## src/rtl/seg7_scan_ctrl.sv

```systemverilog
// seg7_scan_ctrl -- four-digit multiplexed 7-segment (+dp) scan controller.
//
// Cycles through digits 0..3. Each digit is shown for DIGIT_CYCLES clocks.
// It is then followed by BLANK_CYCLES clocks with every segment and digit off,
// which suppresses ghosting between digits. A level interrupt is raised each
// time a full frame completes.
//
// Ports
//   clk        clock, rising edge
//   resetb     asynchronous active-low reset
//   enable     scan enable (level); low returns to IDLE with everything off
//   wr_en      pattern write strobe
//   wr_addr    digit index to write
//   wr_data    segment pattern {a,b,c,d,e,f,g,h}, 1 = lit
//   irq_ack    clears frame_irq (a simultaneous new frame completion wins)
//   abcdefgh   segment drive, active-low, registered
//   digit      digit select, active-low one-hot, registered
//   cur_digit  index being scanned (0 in IDLE)
//   frame_irq  frame-complete interrupt request, level
module seg7_scan_ctrl #(
   parameter int DIGIT_CYCLES = 12500,
   parameter int BLANK_CYCLES = 500
) (
   input  logic       clk,
   input  logic       resetb,
   input  logic       enable,
   input  logic       wr_en,
   input  logic [1:0] wr_addr,
   input  logic [7:0] wr_data,
   input  logic       irq_ack,
   output logic [7:0] abcdefgh,
   output logic [3:0] digit,
   output logic [1:0] cur_digit,
   output logic       frame_irq
);

   localparam int MAX_DWELL = (DIGIT_CYCLES > BLANK_CYCLES) ? DIGIT_CYCLES : BLANK_CYCLES;
   localparam int CNT_W     = (MAX_DWELL > 0) ? $clog2(MAX_DWELL + 1) : 1;
   localparam logic [CNT_W-1:0] SHOW_LAST  = CNT_W'(DIGIT_CYCLES - 1);
   localparam logic [CNT_W-1:0] BLANK_LAST = CNT_W'((BLANK_CYCLES > 0) ? BLANK_CYCLES - 1 : 0);

   typedef enum logic [1:0] {IDLE, SHOW, BLANK} state_t;

   state_t           state, state_nxt;
   logic [1:0]       idx, idx_nxt;
   logic [CNT_W-1:0] cnt, cnt_nxt;
   logic             irq_set;
   logic [7:0]       pat [4];
   logic [7:0]       seg_nxt;
   logic [3:0]       dig_nxt;

   // pattern registers, writable in any state
   always_ff @(posedge clk or negedge resetb) begin
      if (!resetb) begin
         for (int i = 0; i < 4; i++) pat[i] <= 8'h00;
      end else if (wr_en) begin
         pat[wr_addr] <= wr_data;
      end
   end

   // next-state logic; cnt counts cycles already spent in the current dwell
   always_comb begin
      state_nxt = state;
      idx_nxt   = idx;
      cnt_nxt   = cnt + 1'b1;
      irq_set   = 1'b0;
      case (state)
         IDLE: begin
            cnt_nxt = '0;
            idx_nxt = '0;
            if (enable) state_nxt = SHOW;
         end
         SHOW: begin
            if (cnt == SHOW_LAST) begin
               cnt_nxt = '0;
               if (BLANK_CYCLES > 0) begin
                  state_nxt = BLANK;
               end else begin
                  idx_nxt = idx + 2'd1;
                  irq_set = (idx == 2'd3);
               end
            end
         end
         BLANK: begin
            if (cnt == BLANK_LAST) begin
               cnt_nxt   = '0;
               state_nxt = SHOW;
               idx_nxt   = idx + 2'd1;
               irq_set   = (idx == 2'd3);
            end
         end
         default: begin
            state_nxt = IDLE;
            cnt_nxt   = '0;
            idx_nxt   = '0;
         end
      endcase
      // disabling overrides everything, including a frame completion
      if (!enable) begin
         state_nxt = IDLE;
         idx_nxt   = '0;
         cnt_nxt   = '0;
         irq_set   = 1'b0;
      end
   end

   // outputs are decoded from the next state so the registers line up with it
   always_comb begin
      seg_nxt = 8'hFF;
      dig_nxt = 4'hF;
      if (state_nxt == SHOW) begin
         seg_nxt = ~pat[idx_nxt];
         dig_nxt = ~(4'b0001 << idx_nxt);
      end
   end

   always_ff @(posedge clk or negedge resetb) begin
      if (!resetb) begin
         state     <= IDLE;
         idx       <= '0;
         cnt       <= '0;
         abcdefgh  <= 8'hFF;
         digit     <= 4'hF;
         frame_irq <= 1'b0;
      end else begin
         state     <= state_nxt;
         idx       <= idx_nxt;
         cnt       <= cnt_nxt;
         abcdefgh  <= seg_nxt;
         digit     <= dig_nxt;
         frame_irq <= irq_set | (frame_irq & ~irq_ack);
      end
   end

   // idx is forced to 0 in IDLE, so it doubles as the scanned-index output
   assign cur_digit = idx;

endmodule
```

## config.mk

```make
export PLATFORM = sky130hd
export DESIGN_NAME = seg7_scan_ctrl
export DESIGN_NICKNAME = d
export VERILOG_FILES = /design/src/rtl/seg7_scan_ctrl.sv
export SDC_FILE = /design/constraint.sdc
export NUM_CORES = 1
export LEC_CHECK = 0
export ABC_AREA = 1
export BUFFER_PORTS_ARGS = -buffer_cell sky130_fd_sc_hd__buf_2
export CORE_UTILIZATION = 53
export CTS_CLUSTER_DIAMETER = 120
export DETAILED_ROUTE_END_ITERATION = 8
export PLACE_DENSITY = 0.81
export SYNTH_ARGS = -nofsm -noshare
export SYNTH_HDL_FRONTEND = slang
export SYNTH_SLANG_ARGS = --single-unit
```

## constraint.sdc

```tcl
create_clock -name clk -period 1.7 [get_ports clk]
set_input_delay 0.085 -clock clk [delete_from_list [all_inputs] [get_ports clk]]
set_output_delay 0.085 -clock clk [all_outputs]
set_load 0.005 [all_outputs]
```

==> metrics.csv <==
metric,value,unit
synthCells,356,
synthesis.nets,377,
first_pass_iters,5,
cp-endpoint,abcdefgh[2],
die_h,76.93,µm
layout_common_cells,"122 x nand2_1, 51 x dfrtp_1, 33 x o21ai_0",
grt_use_total,0.2506,
yosysWarnings,0,
synthAdderAreaFrac,0.02523,
worst_slack,-0.03378,ns
whs_path_depth,3,
hold_ws,0.03904,ns
cts-root-buf,clkbuf_8,
holdCritPathClass,in -> reg,
design_power_total,3421,µW
violations,negative setup slack,
ant_nets,0,
start_kind,flip-flop,
slew_headroom,0.5788,
outcome,finished with violations,
synth_top_family_by_area,simple AND/OR/NAND/NOR gates,
stdcell_count,488,
num_vias,2602,
rsz0062_at_grt,true,
antenna_found_initial,0,
yosys.area_share.simple,0.2889,
wl_per_cell,13.62,µm
max_freq,576.8,MHz
vdd.ir_drop.worst,569.7,µV
synth_cell_types,33,
netlist_area,0.002975,mm²
cts.clk_slew.worst_paths,0.08,ns
synth_xor_area_frac,0.01472,
synth_compound_area_frac,0.07906,
dp_hpwl,4.336,mm
synth.avg_cell_area,8.358,µm²
critPathLaunch,cnt[0],
tns,-0.08815,ns
r2r-start,cnt[0],
via_per_inst,5.332,
dieArea,0.005917,mm²
cp_max_fo,18,
gp_congestion,0.8287,
std_cell_rows,26,
numPortBuffers,29,
p_switching,901.8,µW
ctsHtreeMaxLevel,3,
cp.arrival,2.01,ns
dp_worst_setup_slack,-0.05517,ns
dp_cells,466,
swShare,0.2636,
grt_pass1_wl,11.41,mm
layout-drive-gt1-share,0.2584,
combPwrFrac,0.104,
drc,0,
p_per_area,932.6,mW/mm²
worst_pin_slew,0.6301,ns
cts_inserted_buffers,9,
clockBufferDepth,2,
cts_tree,yes,
grt_pass1_vias,2499,
drt-initial-drc-count,231,
core_region_area,0.005270,mm²
r2r_end,abcdefgh[2],
grt_max_degree,64,
nets,434,
final_common_cell,nand2_1,
rr_worst_depth,11,
rrSetupSlack,-0.03,ns
die_w,76.93,µm
pwr-share-clk,0.389,
drv_cap,0,
syn_to_final_growth,23.30,%
fin_worst_skew,0.01093,ns
p_int,2519,µW
required,1.98,ns
p_leak,0.001798,µW
muxShareOfSynthArea,0,
end_kind,flip-flop,
synth_sequential_area_ratio,0.5349,
finalCriticalPeriod,1.734,ns
ys_seq_elements,63,
power_frac_seq,0.506,
crit_type,reg -> reg,
cts.sinks,63,
ioPinCount,30,
timing.final.hold_violations,0,
fin_crit_sh,1.020,
setup-violations-final,4,
start_util,0.5646,
clk_latency,0.34,ns
drt_wl_total,6.647,mm
maxSlewViolCount,0,
grt_remaining_overflow,0,
antenna_cells,0,
-- power by group through the flow --
stage / Combinational (µW) / Clock, µW / Sequential, µW
5_1_grt: 419 / 1430 / 1750
4_1_cts: 355 / 1350 / 1730
2_1_floorplan: 210 / 0 / 1740
3_3_place_gp: 330 / 0 / 1750
6_report: 357 / 1330 / 1730
3_5_place_dp: 344 / 0 / 1760
-- metal layers --
metal / wire (µm) / share of wire / global-route usage / vias up
li1: - / - / - / 1266
met3: 434 / 0.065 / 0.05595 / 17
met4: 106 / 0.016 / 0.1019 / 0
met2: 3111 / 0.47 / 0.4018 / 86
met1: 2995 / 0.45 / 0.3289 / 1233
met5: 0 / 0 / 0 / -
-- through the flow --
step,utilization,instance area [µm²]
floorplan,-,2975
global placement,0.6339,3341
detailed placement,0.6339,3341
CTS,0.6835,3602
global route,0.6961,3669
finish,0.6961,3669
-- state kept, by name (all words and copies together) (netlist names) --
signal	flops
abcdefgh	8
cnt	14
cur_digit	2
digit	4
frame_irq	1
pat	32
state	2
-- critical path, cell delays in order (launching register included) --
cell	delay, ns
dfrtp_1	0.36
ha_2	0.19
nand4_1	0.11
nor2_2	0.15
nand3_2	0.12
a21oi_4	0.20
nand2_4	0.17
nand2_1	0.11
nand2_1	0.07
nand2_1	0.05
nand2_1	0.08
nand2_1	0.07
-- final cells by class --
class                   instances  area [µm²]
flip-flops and latches         63        1592
inverters                      30       112.6
clock buffers                  10       137.6
repair buffers                 57       396.6
well taps                      70       87.58
clock inverters                 6       68.82
fillers                       405        1602
multi-input cells             252        1274
-- cell usage after synthesis --
cell type	number	area, µm²
a21boi_0	1	7.510
a21oi_1	4	20.02
a21oi_4	1	16.27
a31oi_1	2	12.51
and3_1	2	12.51
buf_2	4	20.02
buf_4	1	7.510
buf_6	1	11.26
clkbuf_1	5	18.77
dfrtp_1	51	1276
dfstp_2	12	315.3
ha_1	6	75.07
inv_1	26	97.59
inv_2	4	15.01
nand2_1	124	465.5
nand2_2	1	6.260
nand2_4	1	11.26
nand3_1	33	165.2
nand3_2	1	10.01
nand3_4	1	17.52
nand3b_1	1	7.510
nand4_1	4	25.02
nor2_1	19	71.32
nor2_2	2	12.51
nor2_4	1	11.26
nor3_1	6	30.03
nor3b_1	1	7.510
nor4_1	1	6.260
o21ai_0	33	165.2
o22ai_1	1	6.260
o31ai_1	1	7.510
xnor2_1	1	8.760
xor2_1	4	35.03
-- timing repair --
action / 4_1_cts / 5_1_grt
endpoints found under the setup margin: 9 / 22
gates resized for setup: 7 / 13
hold endpoints to repair: 52 / 0
hold buffers: 2 / 0
gates cloned: 0 / 0
buffers inserted: 2 / 2
pin swaps: 2 / 4
-- worst min-delay path by stage --
| stage | from | slack, ns | endpoint |
|---|---|---|---|
| after floorplan | resetb | -0.21 | cnt[0] |
| after global placement | resetb | 0.11 | cnt[5] |
| after detailed placement | resetb | 0.12 | cnt[5] |
| after CTS | enable | 0.02 | frame_irq |
| after global routing | enable | 0.05 | frame_irq |
| final | enable | 0.04 | frame_irq |
-- kinds of logic (layout without fill, tap and decap cells) --
family | Yosys count | in the layout
AO/OA/AOI/OAI | 43 | 43
XOR/XNOR | 5 | 5
adder cells (fa/ha/maj) | 6 | 6
buffers and inverters | 41 | 103
flip-flops | 63 | 63
AND/OR/NAND/NOR | 198 | 198
Power figures use the tool's default switching activity.
